File: src/rtl/memory_stage2_pkg.sv
// Shared constants for the memory read stage.
// State encodings, access-size range and bus widths.
package memory_stage2_pkg;

  localparam int ADDR_W   = 32;
  localparam int DATA_W   = 32;
  localparam int SIZE_W   = 4;
  localparam int SIZE_MIN = 1;
  localparam int SIZE_MAX = 4;

  typedef enum logic [1:0] {
    ST_IDLE = 2'd0,
    ST_RD1  = 2'd1,
    ST_RD2  = 2'd2,
    ST_DONE = 2'd3
  } state_t;

endpackage

File: src/rtl/memory_stage2_if.sv
// Upstream access, data-cache port and result bundle
// of the memory read stage.
interface memory_stage2_if;
  import memory_stage2_pkg::*;

  logic              V;
  logic              RD_ADDR1_V;
  logic [ADDR_W-1:0] RA_RD_ADDR1;
  logic [SIZE_W-1:0] RA_RD_SIZE1;
  logic              RD_ADDR2_V;
  logic [ADDR_W-1:0] RA_RD_ADDR2;
  logic [SIZE_W-1:0] RA_RD_SIZE2;
  logic              MEM_DEP_STALL;
  logic              PAGE_FAULT_EXC;
  logic              GPROT_EXC;
  logic              WB_STALL;

  logic              DC_RD_REQ;
  logic [ADDR_W-1:0] DC_RD_ADDR;
  logic [SIZE_W-1:0] DC_RD_SIZE;
  logic              DC_RD_ACK;
  logic [DATA_W-1:0] DC_RD_DATA;

  logic              V_OUT;
  logic [DATA_W-1:0] MEM_RD_DATA_OUT;
  logic              EXC_OUT;
  logic              STALL_OUT;

  modport slave (
    input  V, RD_ADDR1_V, RA_RD_ADDR1, RA_RD_SIZE1,
    input  RD_ADDR2_V, RA_RD_ADDR2, RA_RD_SIZE2,
    input  MEM_DEP_STALL, PAGE_FAULT_EXC, GPROT_EXC,
    input  WB_STALL, DC_RD_ACK, DC_RD_DATA,
    output DC_RD_REQ, DC_RD_ADDR, DC_RD_SIZE,
    output V_OUT, MEM_RD_DATA_OUT, EXC_OUT, STALL_OUT
  );

  modport master (
    output V, RD_ADDR1_V, RA_RD_ADDR1, RA_RD_SIZE1,
    output RD_ADDR2_V, RA_RD_ADDR2, RA_RD_SIZE2,
    output MEM_DEP_STALL, PAGE_FAULT_EXC, GPROT_EXC,
    output WB_STALL, DC_RD_ACK, DC_RD_DATA,
    input  DC_RD_REQ, DC_RD_ADDR, DC_RD_SIZE,
    input  V_OUT, MEM_RD_DATA_OUT, EXC_OUT, STALL_OUT
  );

endinterface

File: src/rtl/memory_stage2_rd_data_merge.sv
// Little-endian merge of two right-justified partial reads:
// data1 low bytes, then data2 bytes, zero above.
module rd_data_merge
  import memory_stage2_pkg::*;
(
  input  logic [DATA_W-1:0] i_data1,
  input  logic [SIZE_W-1:0] i_size1,
  input  logic [DATA_W-1:0] i_data2,
  input  logic [SIZE_W-1:0] i_size2,
  output logic [DATA_W-1:0] o_merged
);

  logic [4:0]        w_end;
  logic [6:0]        w_sh;
  logic [DATA_W-1:0] w_d2_sh;

  assign w_end   = {1'b0, i_size1} + {1'b0, i_size2};
  assign w_sh    = {i_size1, 3'b000};
  // data2 byte 0 lands at byte lane size1
  assign w_d2_sh = i_data2 << w_sh;

  always_comb begin
    o_merged = '0;
    for (int i = 0; i < SIZE_MAX; i++) begin
      if (5'(i) < {1'b0, i_size1})
        o_merged[8*i +: 8] = i_data1[8*i +: 8];
      else if (5'(i) < w_end)
        o_merged[8*i +: 8] = w_d2_sh[8*i +: 8];
    end
  end

endmodule

File: src/rtl/memory_stage2.sv
// Memory read stage: issues one or two data-cache reads
// per access and returns the merged little-endian result.
module memory_stage2
  import memory_stage2_pkg::*;
(
  input  logic            CLK,
  input  logic            RST,
  memory_stage2_if.slave  bus
);

  state_t            r_state;
  state_t            w_next;
  logic [ADDR_W-1:0] r_addr1;
  logic [ADDR_W-1:0] r_addr2;
  logic [SIZE_W-1:0] r_size1;
  logic [SIZE_W-1:0] r_size2;
  logic              r_addr2_v;
  logic [DATA_W-1:0] r_data1;
  logic [DATA_W-1:0] r_data;

  logic              w_exc;
  logic              w_go;
  logic              w_bypass;
  logic              w_ack1;
  logic              w_ack2;
  logic [DATA_W-1:0] w_m_d1;
  logic [SIZE_W-1:0] w_m_s2;
  logic [DATA_W-1:0] w_merged;

  logic              w_req;
  logic [ADDR_W-1:0] w_addr;
  logic [SIZE_W-1:0] w_size;
  logic              w_stall;
  logic              w_vout;
  logic              w_exc_out;
  logic [DATA_W-1:0] w_rdata;

  assign w_exc    = bus.PAGE_FAULT_EXC | bus.GPROT_EXC;
  assign w_go     = bus.V & bus.RD_ADDR1_V
                  & ~bus.MEM_DEP_STALL & ~w_exc;
  assign w_bypass = bus.V
                  & ((~bus.RD_ADDR1_V & ~bus.MEM_DEP_STALL)
                  | w_exc);
  assign w_ack1   = (r_state == ST_RD1) & bus.DC_RD_ACK;
  assign w_ack2   = (r_state == ST_RD2) & bus.DC_RD_ACK;

  // single access merges live data with an empty second part
  assign w_m_d1 = (r_state == ST_RD1) ? bus.DC_RD_DATA
                                      : r_data1;
  assign w_m_s2 = (r_state == ST_RD2) ? r_size2 : '0;

  rd_data_merge u_merge (
    .i_data1  (w_m_d1),
    .i_size1  (r_size1),
    .i_data2  (bus.DC_RD_DATA),
    .i_size2  (w_m_s2),
    .o_merged (w_merged)
  );

  always_comb begin
    w_next    = r_state;
    w_req     = 1'b0;
    w_addr    = '0;
    w_size    = '0;
    w_stall   = 1'b0;
    w_vout    = 1'b0;
    w_exc_out = 1'b0;
    w_rdata   = '0;
    unique case (r_state)
      ST_IDLE: begin
        if (w_go)
          w_next = ST_RD1;
        if (w_bypass) begin
          w_vout    = 1'b1;
          w_exc_out = w_exc;
        end
      end
      ST_RD1: begin
        w_req   = 1'b1;
        w_addr  = r_addr1;
        w_size  = r_size1;
        w_stall = 1'b1;
        if (bus.DC_RD_ACK)
          w_next = r_addr2_v ? ST_RD2 : ST_DONE;
      end
      ST_RD2: begin
        w_req   = 1'b1;
        w_addr  = r_addr2;
        w_size  = r_size2;
        w_stall = 1'b1;
        if (bus.DC_RD_ACK)
          w_next = ST_DONE;
      end
      ST_DONE: begin
        w_vout  = 1'b1;
        w_rdata = r_data;
        w_stall = bus.WB_STALL;
        if (!bus.WB_STALL)
          w_next = ST_IDLE;
      end
      default: w_next = ST_IDLE;
    endcase
  end

  always_ff @(posedge CLK) begin
    if (RST) begin
      r_state   <= ST_IDLE;
      r_addr1   <= '0;
      r_addr2   <= '0;
      r_size1   <= '0;
      r_size2   <= '0;
      r_addr2_v <= 1'b0;
      r_data1   <= '0;
      r_data    <= '0;
    end else begin
      r_state <= w_next;
      if (r_state == ST_IDLE && w_go) begin
        r_addr1   <= bus.RA_RD_ADDR1;
        r_size1   <= bus.RA_RD_SIZE1;
        r_addr2_v <= bus.RD_ADDR2_V;
        r_addr2   <= bus.RA_RD_ADDR2;
        r_size2   <= bus.RA_RD_SIZE2;
      end
      if (w_ack1)
        r_data1 <= bus.DC_RD_DATA;
      if ((w_ack1 && !r_addr2_v) || w_ack2)
        r_data <= w_merged;
    end
  end

  assign bus.DC_RD_REQ       = w_req;
  assign bus.DC_RD_ADDR      = w_addr;
  assign bus.DC_RD_SIZE      = w_size;
  assign bus.STALL_OUT       = w_stall;
  assign bus.V_OUT           = w_vout;
  assign bus.EXC_OUT         = w_exc_out;
  assign bus.MEM_RD_DATA_OUT = w_rdata;

endmodule

File: src/flat_wrapper.sv
// flat-port wrapper written by rule: the top's interface ports become plain ports
module memory_stage2_flat import memory_stage2_pkg::*;
  (CLK, RST, bus_V, bus_RD_ADDR1_V, bus_RA_RD_ADDR1, bus_RA_RD_SIZE1, bus_RD_ADDR2_V, bus_RA_RD_ADDR2, bus_RA_RD_SIZE2, bus_MEM_DEP_STALL, bus_PAGE_FAULT_EXC, bus_GPROT_EXC, bus_WB_STALL, bus_DC_RD_ACK, bus_DC_RD_DATA, bus_DC_RD_REQ, bus_DC_RD_ADDR, bus_DC_RD_SIZE, bus_V_OUT, bus_MEM_RD_DATA_OUT, bus_EXC_OUT, bus_STALL_OUT);
  memory_stage2_if bus_i ();
  input  logic CLK;
  input  logic RST;
  input wire logic [$bits(bus_i.V)-1:0] bus_V;
  input wire logic [$bits(bus_i.RD_ADDR1_V)-1:0] bus_RD_ADDR1_V;
  input wire logic [$bits(bus_i.RA_RD_ADDR1)-1:0] bus_RA_RD_ADDR1;
  input wire logic [$bits(bus_i.RA_RD_SIZE1)-1:0] bus_RA_RD_SIZE1;
  input wire logic [$bits(bus_i.RD_ADDR2_V)-1:0] bus_RD_ADDR2_V;
  input wire logic [$bits(bus_i.RA_RD_ADDR2)-1:0] bus_RA_RD_ADDR2;
  input wire logic [$bits(bus_i.RA_RD_SIZE2)-1:0] bus_RA_RD_SIZE2;
  input wire logic [$bits(bus_i.MEM_DEP_STALL)-1:0] bus_MEM_DEP_STALL;
  input wire logic [$bits(bus_i.PAGE_FAULT_EXC)-1:0] bus_PAGE_FAULT_EXC;
  input wire logic [$bits(bus_i.GPROT_EXC)-1:0] bus_GPROT_EXC;
  input wire logic [$bits(bus_i.WB_STALL)-1:0] bus_WB_STALL;
  input wire logic [$bits(bus_i.DC_RD_ACK)-1:0] bus_DC_RD_ACK;
  input wire logic [$bits(bus_i.DC_RD_DATA)-1:0] bus_DC_RD_DATA;
  output wire logic [$bits(bus_i.DC_RD_REQ)-1:0] bus_DC_RD_REQ;
  output wire logic [$bits(bus_i.DC_RD_ADDR)-1:0] bus_DC_RD_ADDR;
  output wire logic [$bits(bus_i.DC_RD_SIZE)-1:0] bus_DC_RD_SIZE;
  output wire logic [$bits(bus_i.V_OUT)-1:0] bus_V_OUT;
  output wire logic [$bits(bus_i.MEM_RD_DATA_OUT)-1:0] bus_MEM_RD_DATA_OUT;
  output wire logic [$bits(bus_i.EXC_OUT)-1:0] bus_EXC_OUT;
  output wire logic [$bits(bus_i.STALL_OUT)-1:0] bus_STALL_OUT;
  assign bus_i.V = bus_V;
  assign bus_i.RD_ADDR1_V = bus_RD_ADDR1_V;
  assign bus_i.RA_RD_ADDR1 = bus_RA_RD_ADDR1;
  assign bus_i.RA_RD_SIZE1 = bus_RA_RD_SIZE1;
  assign bus_i.RD_ADDR2_V = bus_RD_ADDR2_V;
  assign bus_i.RA_RD_ADDR2 = bus_RA_RD_ADDR2;
  assign bus_i.RA_RD_SIZE2 = bus_RA_RD_SIZE2;
  assign bus_i.MEM_DEP_STALL = bus_MEM_DEP_STALL;
  assign bus_i.PAGE_FAULT_EXC = bus_PAGE_FAULT_EXC;
  assign bus_i.GPROT_EXC = bus_GPROT_EXC;
  assign bus_i.WB_STALL = bus_WB_STALL;
  assign bus_i.DC_RD_ACK = bus_DC_RD_ACK;
  assign bus_i.DC_RD_DATA = bus_DC_RD_DATA;
  assign bus_DC_RD_REQ = bus_i.DC_RD_REQ;
  assign bus_DC_RD_ADDR = bus_i.DC_RD_ADDR;
  assign bus_DC_RD_SIZE = bus_i.DC_RD_SIZE;
  assign bus_V_OUT = bus_i.V_OUT;
  assign bus_MEM_RD_DATA_OUT = bus_i.MEM_RD_DATA_OUT;
  assign bus_EXC_OUT = bus_i.EXC_OUT;
  assign bus_STALL_OUT = bus_i.STALL_OUT;
  memory_stage2 u_core (.CLK(CLK), .RST(RST), .bus(bus_i));
endmodule
File: config.mk
export PLATFORM = sky130hd
export DESIGN_NAME = memory_stage2_flat
export DESIGN_NICKNAME = d
export VERILOG_FILES = /design/src/rtl/memory_stage2_pkg.sv /design/src/rtl/memory_stage2_if.sv /design/src/rtl/memory_stage2_rd_data_merge.sv /design/src/rtl/memory_stage2.sv /design/src/flat_wrapper.sv
export SDC_FILE = /design/constraint.sdc
export NUM_CORES = 1
export LEC_CHECK = 0
export CORE_ASPECT_RATIO = 0.9
export CORE_MARGIN = 2
export CORE_UTILIZATION = 44
export CTS_CLUSTER_DIAMETER = 100
export DETAILED_ROUTE_END_ITERATION = 12
export PLACE_DENSITY = 0.77
export REMOVE_ABC_BUFFERS = 1
export SLEW_MARGIN = 30
export SYNTH_ARGS = -nofsm -noshare
export SYNTH_HDL_FRONTEND = slang
export SYNTH_HIERARCHICAL = 1
export SYNTH_SLANG_ARGS = --single-unit
File: constraint.sdc
create_clock -name CLK -period 2.7 [get_ports CLK]
set_clock_uncertainty 0.1 [all_clocks]
set_input_delay 0.27 -clock CLK [delete_from_list [all_inputs] [get_ports CLK]]
set_output_delay 0.27 -clock CLK [all_outputs]
set_load 0.01 [all_outputs]
# Word-level counts from Yosys, hierarchy flattened
# Cells that the tools add are included.
# word_totals
ff_bits,139
output_inout_bits,72
wordCells,69
# classes
order_cmp,8
reduce_logical,7
addsub,1
n_eq_ne,7
shifts,1
bitwise_logic,12
muxes,25
# ops
operator,n
$mux 32,2
$mux 8,8
$pmux 32 s2,1
$shl 32x7->32,1
$lt 1x5->1 const A,2
$lt 2x5->1 const A,2
$lt 1x4->1 const A,2
$lt 2x4->1 const A,2
$mux 2,4
$pmux 2 s4,1
$pmux 4 s2,1
$and 1x1->1,7
$ne 2x2->1 const B,3
$add 4x4->5,1
$mux 1,5
$eq 2x2->1 const B,2
$mux 4,1
$pmux 1 s2,2
$reduce_and 4->1,1
$not 1->1,3
$eq 2x1->1 const B,1
$logic_and 1x1->1,2
$logic_not 2->1,1
$ne 2x1->1 const B,1
4 further kinds,5

# Longest topological paths before layout
# depth
depth_word,6
mapped_depth,13

# Cells and area by module
# Netlist, hierarchy kept.
# by_module_without_submodules
mod,seq_area_each_um2,instances,area_per_inst_um2,cells_each
memory_stage2,2782.7,1,6063.3,785
rd_data_merge,0.0,1,1012.2,161

# Least setup slack after synthesis
# Ideal clock, no wire load.
# synth_timing
kind,register to register
start,reg u_core.r_state[0]
end,reg u_core.r_data[22]
period_less_slack_ns,2.837
setup_time_ns,0.132
slack_ns,-0.137
path_buffers,2
stages_incl_launch_ff,14
t_arrival_ns,2.605
cell_sequence,dfxtp_1 -> inv_1 -> ha_1 -> clkbuf_1 -> and2_1 -> ha_1 -> fa_1 -> inv_2 -> a2111o_1 -> buf_2 -> o31a_1 -> a22o_1 -> nand2_1 -> a21oi_1
# synth_between
elab_chain_cells,6
word_cells_on_any_way,12
classes_between,1 x add/sub; 1 x order compare; 2 x eq/ne; 4 x mux; 2 x bitwise; 2 x reduce/logical
# synth_rtl
item,line_no,text
from (decl),memory_stage2.sv:11,state_t r_state;
from (signal assigned),memory_stage2.sv:116,r_state <= w_next;
$eq 2x2->1,memory_stage2.sv:50,assign w_m_s2 = (r_state == ST_RD2) ? r_size2 : '0;
$mux 4,memory_stage2.sv:50,
via u_core.w_m_s2[0],memory_stage2.sv:27,logic [SIZE_W-1:0] w_m_s2;
$add 4x4->5,memory_stage2_rd_data_merge.sv:17,"assign w_end = {1'b0, i_size1} + {1'b0, i_size2};"
$lt 2x5->1,memory_stage2_rd_data_merge.sv:27,else if (5'(i) < w_end)
$mux 8,memory_stage2_rd_data_merge.sv:27,
$mux 8,memory_stage2_rd_data_merge.sv:25,"if (5'(i) < {1'b0, i_size1})"
via u_core.w_merged[22],memory_stage2.sv:28,logic [DATA_W-1:0] w_merged;
to (signal assigned),memory_stage2.sv:127,r_data <= w_merged;
to (decl),memory_stage2.sv:19,logic [DATA_W-1:0] r_data;
# The timed path passes the listed nets, and every way through them passes these cells.
# A chain may end at the register's enable or synchronous reset.

# Worst setup path after layout
# layout_timing
start,reg u_core.r_state[1]
end,out bus_DC_RD_ADDR[19]
# layout_between
elab_chain_cells,2
word_cells_on_any_way,3
classes_between,2 x eq/ne; 1 x mux
# layout_rtl
item,line_no,text
$eq 2x2->1 / $eq 2x1->1 (equally long branches),memory_stage2.sv:69,unique case (r_state)
$pmux 32 s2 (*),memory_stage2.sv:69,
to (decl),flat_wrapper.sv:21,output wire logic [$bits(bus_i.DC_RD_ADDR)-1:0] bus_DC_RD_ADDR;
# Every way passes the cells marked *; elsewhere a longest branch is shown, timed or not.

==> results_dict.tcl <==
set metrics [dict create \
    yosys_warnings 6 \
    antenna_found_initial 0 \
    wl_microns 21300 \
    clk_latency_ns 0.43 \
    antenna_cells 0 \
    grt_pass1_vias 6809 \
    cts_hold_buf 0 \
    cts-root-buf "clkbuf_16" \
    seq_area_frac_synth_pct 39.3 \
    synthTopCellsByArea "dfxtp_1, nand2_1, a21oi_1" \
    holdWs_ns 0.182 \
    cts_tree "built" \
    crit_slowest_cell "clkdlybuf4s50_1" \
    critPathKind "reg -> out" \
    clockBufferDepth 2 \
    die_y_microns 124 \
    ir_drop_v 0.000430 \
    arrival_ns 2.24 \
    num_rows 43 \
    power_leakage_nw 3.28 \
    port_buffers 185 \
    r2r_cells 11 \
    worstMarginPinSlew_ns 0.563 \
    die_area_sq_um 17100 \
    grt_pass1_wl_microns 33700 \
    ys_types 38 \
    design_area_sq_um 9880 \
    synth_seq_cells 139 \
    clk_pin_slew_ns 0.06 \
    gp_congestion 0.826 \
    max_slew_margin_pct 62.3 \
    outcome "complete, no violations" \
    ys.flop_type "dfxtp_1" \
    synth_top_area_share_pct 39.3 \
    dpl.hpwl_microns 13500 \
    viasPerCell 5.46 \
    grt_max_degree 74 \
    nNetsFinal 1225 \
    track_usage_pct 24.7 \
    crit_fanout 40 \
    setup_viol 0 \
    placed_cell_area_sq_um 9170 \
    fin_crit_sh_pct 96.8 \
    setup_tns_ns 0 \
    final_layout_size_suffix_gt1_share_pct 10.1 \
    wl_per_cell_microns 16.2 \
    boundaryPins 186 \
    worstHoldPathCells 2 \
    hold_class "in -> reg" \
    synth_area_leader_cell "dfxtp_1" \
    cts_max_level 4 \
    cts_buffers 17 \
    cts.sinks 139 \
    antenna_left 0 \
    syn_area_per_cell_sq_um 7.48 \
    async_reset_ff_share_pct 0 \
    p_per_area_nw_per_um2 518 \
    syn-cell-area_sq_um 7080 \
    path_cells "inv_1, ha_1, buf_12, nor2b_1, clkdlybuf4s50_1" \
    synth_edf_count 0 \
    period_minus_slack_ns 2.61 \
    syn_inst 946 \
    hold_viol 0 \
    end_kind "output pin" \
    gr-total-overflow 0 \
    die_w_microns 138 \
    maxCapViolCount 0 \
    cp.required_ns 2.33 \
    num_vias 7185 \
    slowest_delay_ns 0.57 \
    max_freq_mhz 382 \
    firstDrtPassIters 5 \
    power_mw 5.12 \
    drt_iter0_markers 460 \
    design.core.area_sq_um 15500 \
    start_kind "flop" \
    slew_viol_final 0 \
    synthToLayoutAreaGrowth_pct 39.6 \
    initial_core_util_pct 45.5 \
    drc_errors 0 \
]
## synth_stat cells (2+ instances only)
cell / instances
and2_1: 39
ha_1: 8
a31oi_1: 2
clkbuf_1: 46
buf_2: 22
o21ai_0: 33
a22o_1: 8
mux2i_1: 24
o22ai_1: 8
a211oi_1: 2
or2_2: 2
o31ai_1: 8
mux2_2: 32
buf_1: 9
nor2_1: 11
a22oi_1: 32
nor2b_1: 39
a21oi_1: 149
nand2_1: 311
dfxtp_1: 139
inv_1: 5
## report_power, final
| part | internal [mW] | leakage (nW) | total (mW) | switching (mW) |
|---|---|---|---|---|
| clock | 1.55 | 0.301 | 2.48 | 0.926 |
| sequential | 2.08 | 1.12 | 2.09 | 0.0142 |
| combinational | 0.285 | 1.86 | 0.548 | 0.263 |
## repair_timing
action | 4_1_cts | 5_1_grt
pin swaps | 0 | 3
gates cloned | 0 | 1
buffers inserted | 0 | 1
resized for setup | 1 | 13
endpoints found under the setup margin | 1 | 38
## cell usage in the layout (no fill, tap or decap), types with 3 or more instances in the layout
| cell type | instances |
|---|---|
| buf_4 | 18 |
| o21ai_0 | 33 |
| buf_12 | 8 |
| mux2_2 | 32 |
| dfxtp_1 | 138 |
| o31ai_1 | 8 |
| a21oi_1 | 149 |
| nand2_1 | 311 |
| clkdlybuf4s50_1 | 183 |
| mux2i_1 | 24 |
| a22o_1 | 8 |
| inv_1 | 4 |
| a22oi_1 | 32 |
| clkinv_4 | 5 |
| buf_6 | 3 |
| bufinv_16 | 4 |
| or2_2 | 3 |
| nor2b_1 | 38 |
| o22ai_1 | 8 |
| clkbuf_16 | 18 |
| ha_1 | 4 |
| nor2_1 | 11 |
| and2_1 | 38 |
## area by class of cell
type                    instances  area [sq um]
flip-flops and latches        139          2780
clock buffers                  18           429
repair buffers                214          2200
inverters                       6          22.5
well taps                     202           253
fillers                      1413          5670
multi-input cells             724          4000
clock inverters                13           194
## metal layers
layer | share of wire, % | track usage, % | vias to the layer above
met4 | 1.8 | 8.73 | 0
met1 | 42 | 30.9 | 3391
li1 | - | - | 3479
met3 | 9.3 | 7.73 | 33
met5 | 0 | 0 | -
met2 | 47 | 39.8 | 282
## final timing paths
kind                            slack (ns)                            from                        endpoint
worst min register to register        0.35   u_core/r_data[1]$_SDFFE_PP0P_   u_core/r_data[1]$_SDFFE_PP0P_
worst max-delay path                  0.09  u_core/r_state[1]$_SDFFE_PP0P_              bus_DC_RD_ADDR[19]
worst min-delay path                  0.18                             RST  u_core/r_state[1]$_SDFFE_PP0P_
worst max register to register        0.12  u_core/r_state[0]$_SDFFE_PP0P_  u_core/r_data[22]$_SDFFE_PP0P_
## flip-flops by register name (all words and copies together) (netlist names)
signal            count
u_core/r_addr1       32
u_core/r_addr2_v      1
u_core/r_addr2       32
u_core/r_size1        4
u_core/r_data        32
u_core/r_state        2
u_core/r_data1       32
u_core/r_size2        4
## stage by stage
| step | setup WS [ns] | std cells | utilization (%) |
|---|---|---|---|
| 6_report | 0.0854 | 1316 | 63.5 |
| 5_1_grt | -0.00538 | 1316 | 63.5 |
| 4_1_cts | 0.0299 | 1314 | 63.0 |
| 3_5_place_dp | 0.0679 | 1283 | 59.0 |
| 3_3_place_gp | 0.140 | 1283 | 59.0 |
| 2_1_floorplan | -0.711 | 869 | - |
## kinds of logic (layout without fill, tap and decap cells)
logic type,count (synthesis),in the layout,share of synthesized area [%]
AOI/OAI and AO/OA,249,249,20.3
and+or+nand+nor,410,410,25.4
muxes,56,56,8.49
buffers and inverters,83,251,4.79
DFF,139,139,39.3
adders and majority gates,9,9,1.70
## worst max-delay path: cells and delay by family, from the launching register on
family | cells | cell delay (ns)
buffers and inverters | 3 | 0.88
DFF | 1 | 0.37
adders and majority gates | 1 | 0.34
and+or+nand+nor | 1 | 0.22
No activity file was read; power rests on OpenSTA's default activity.
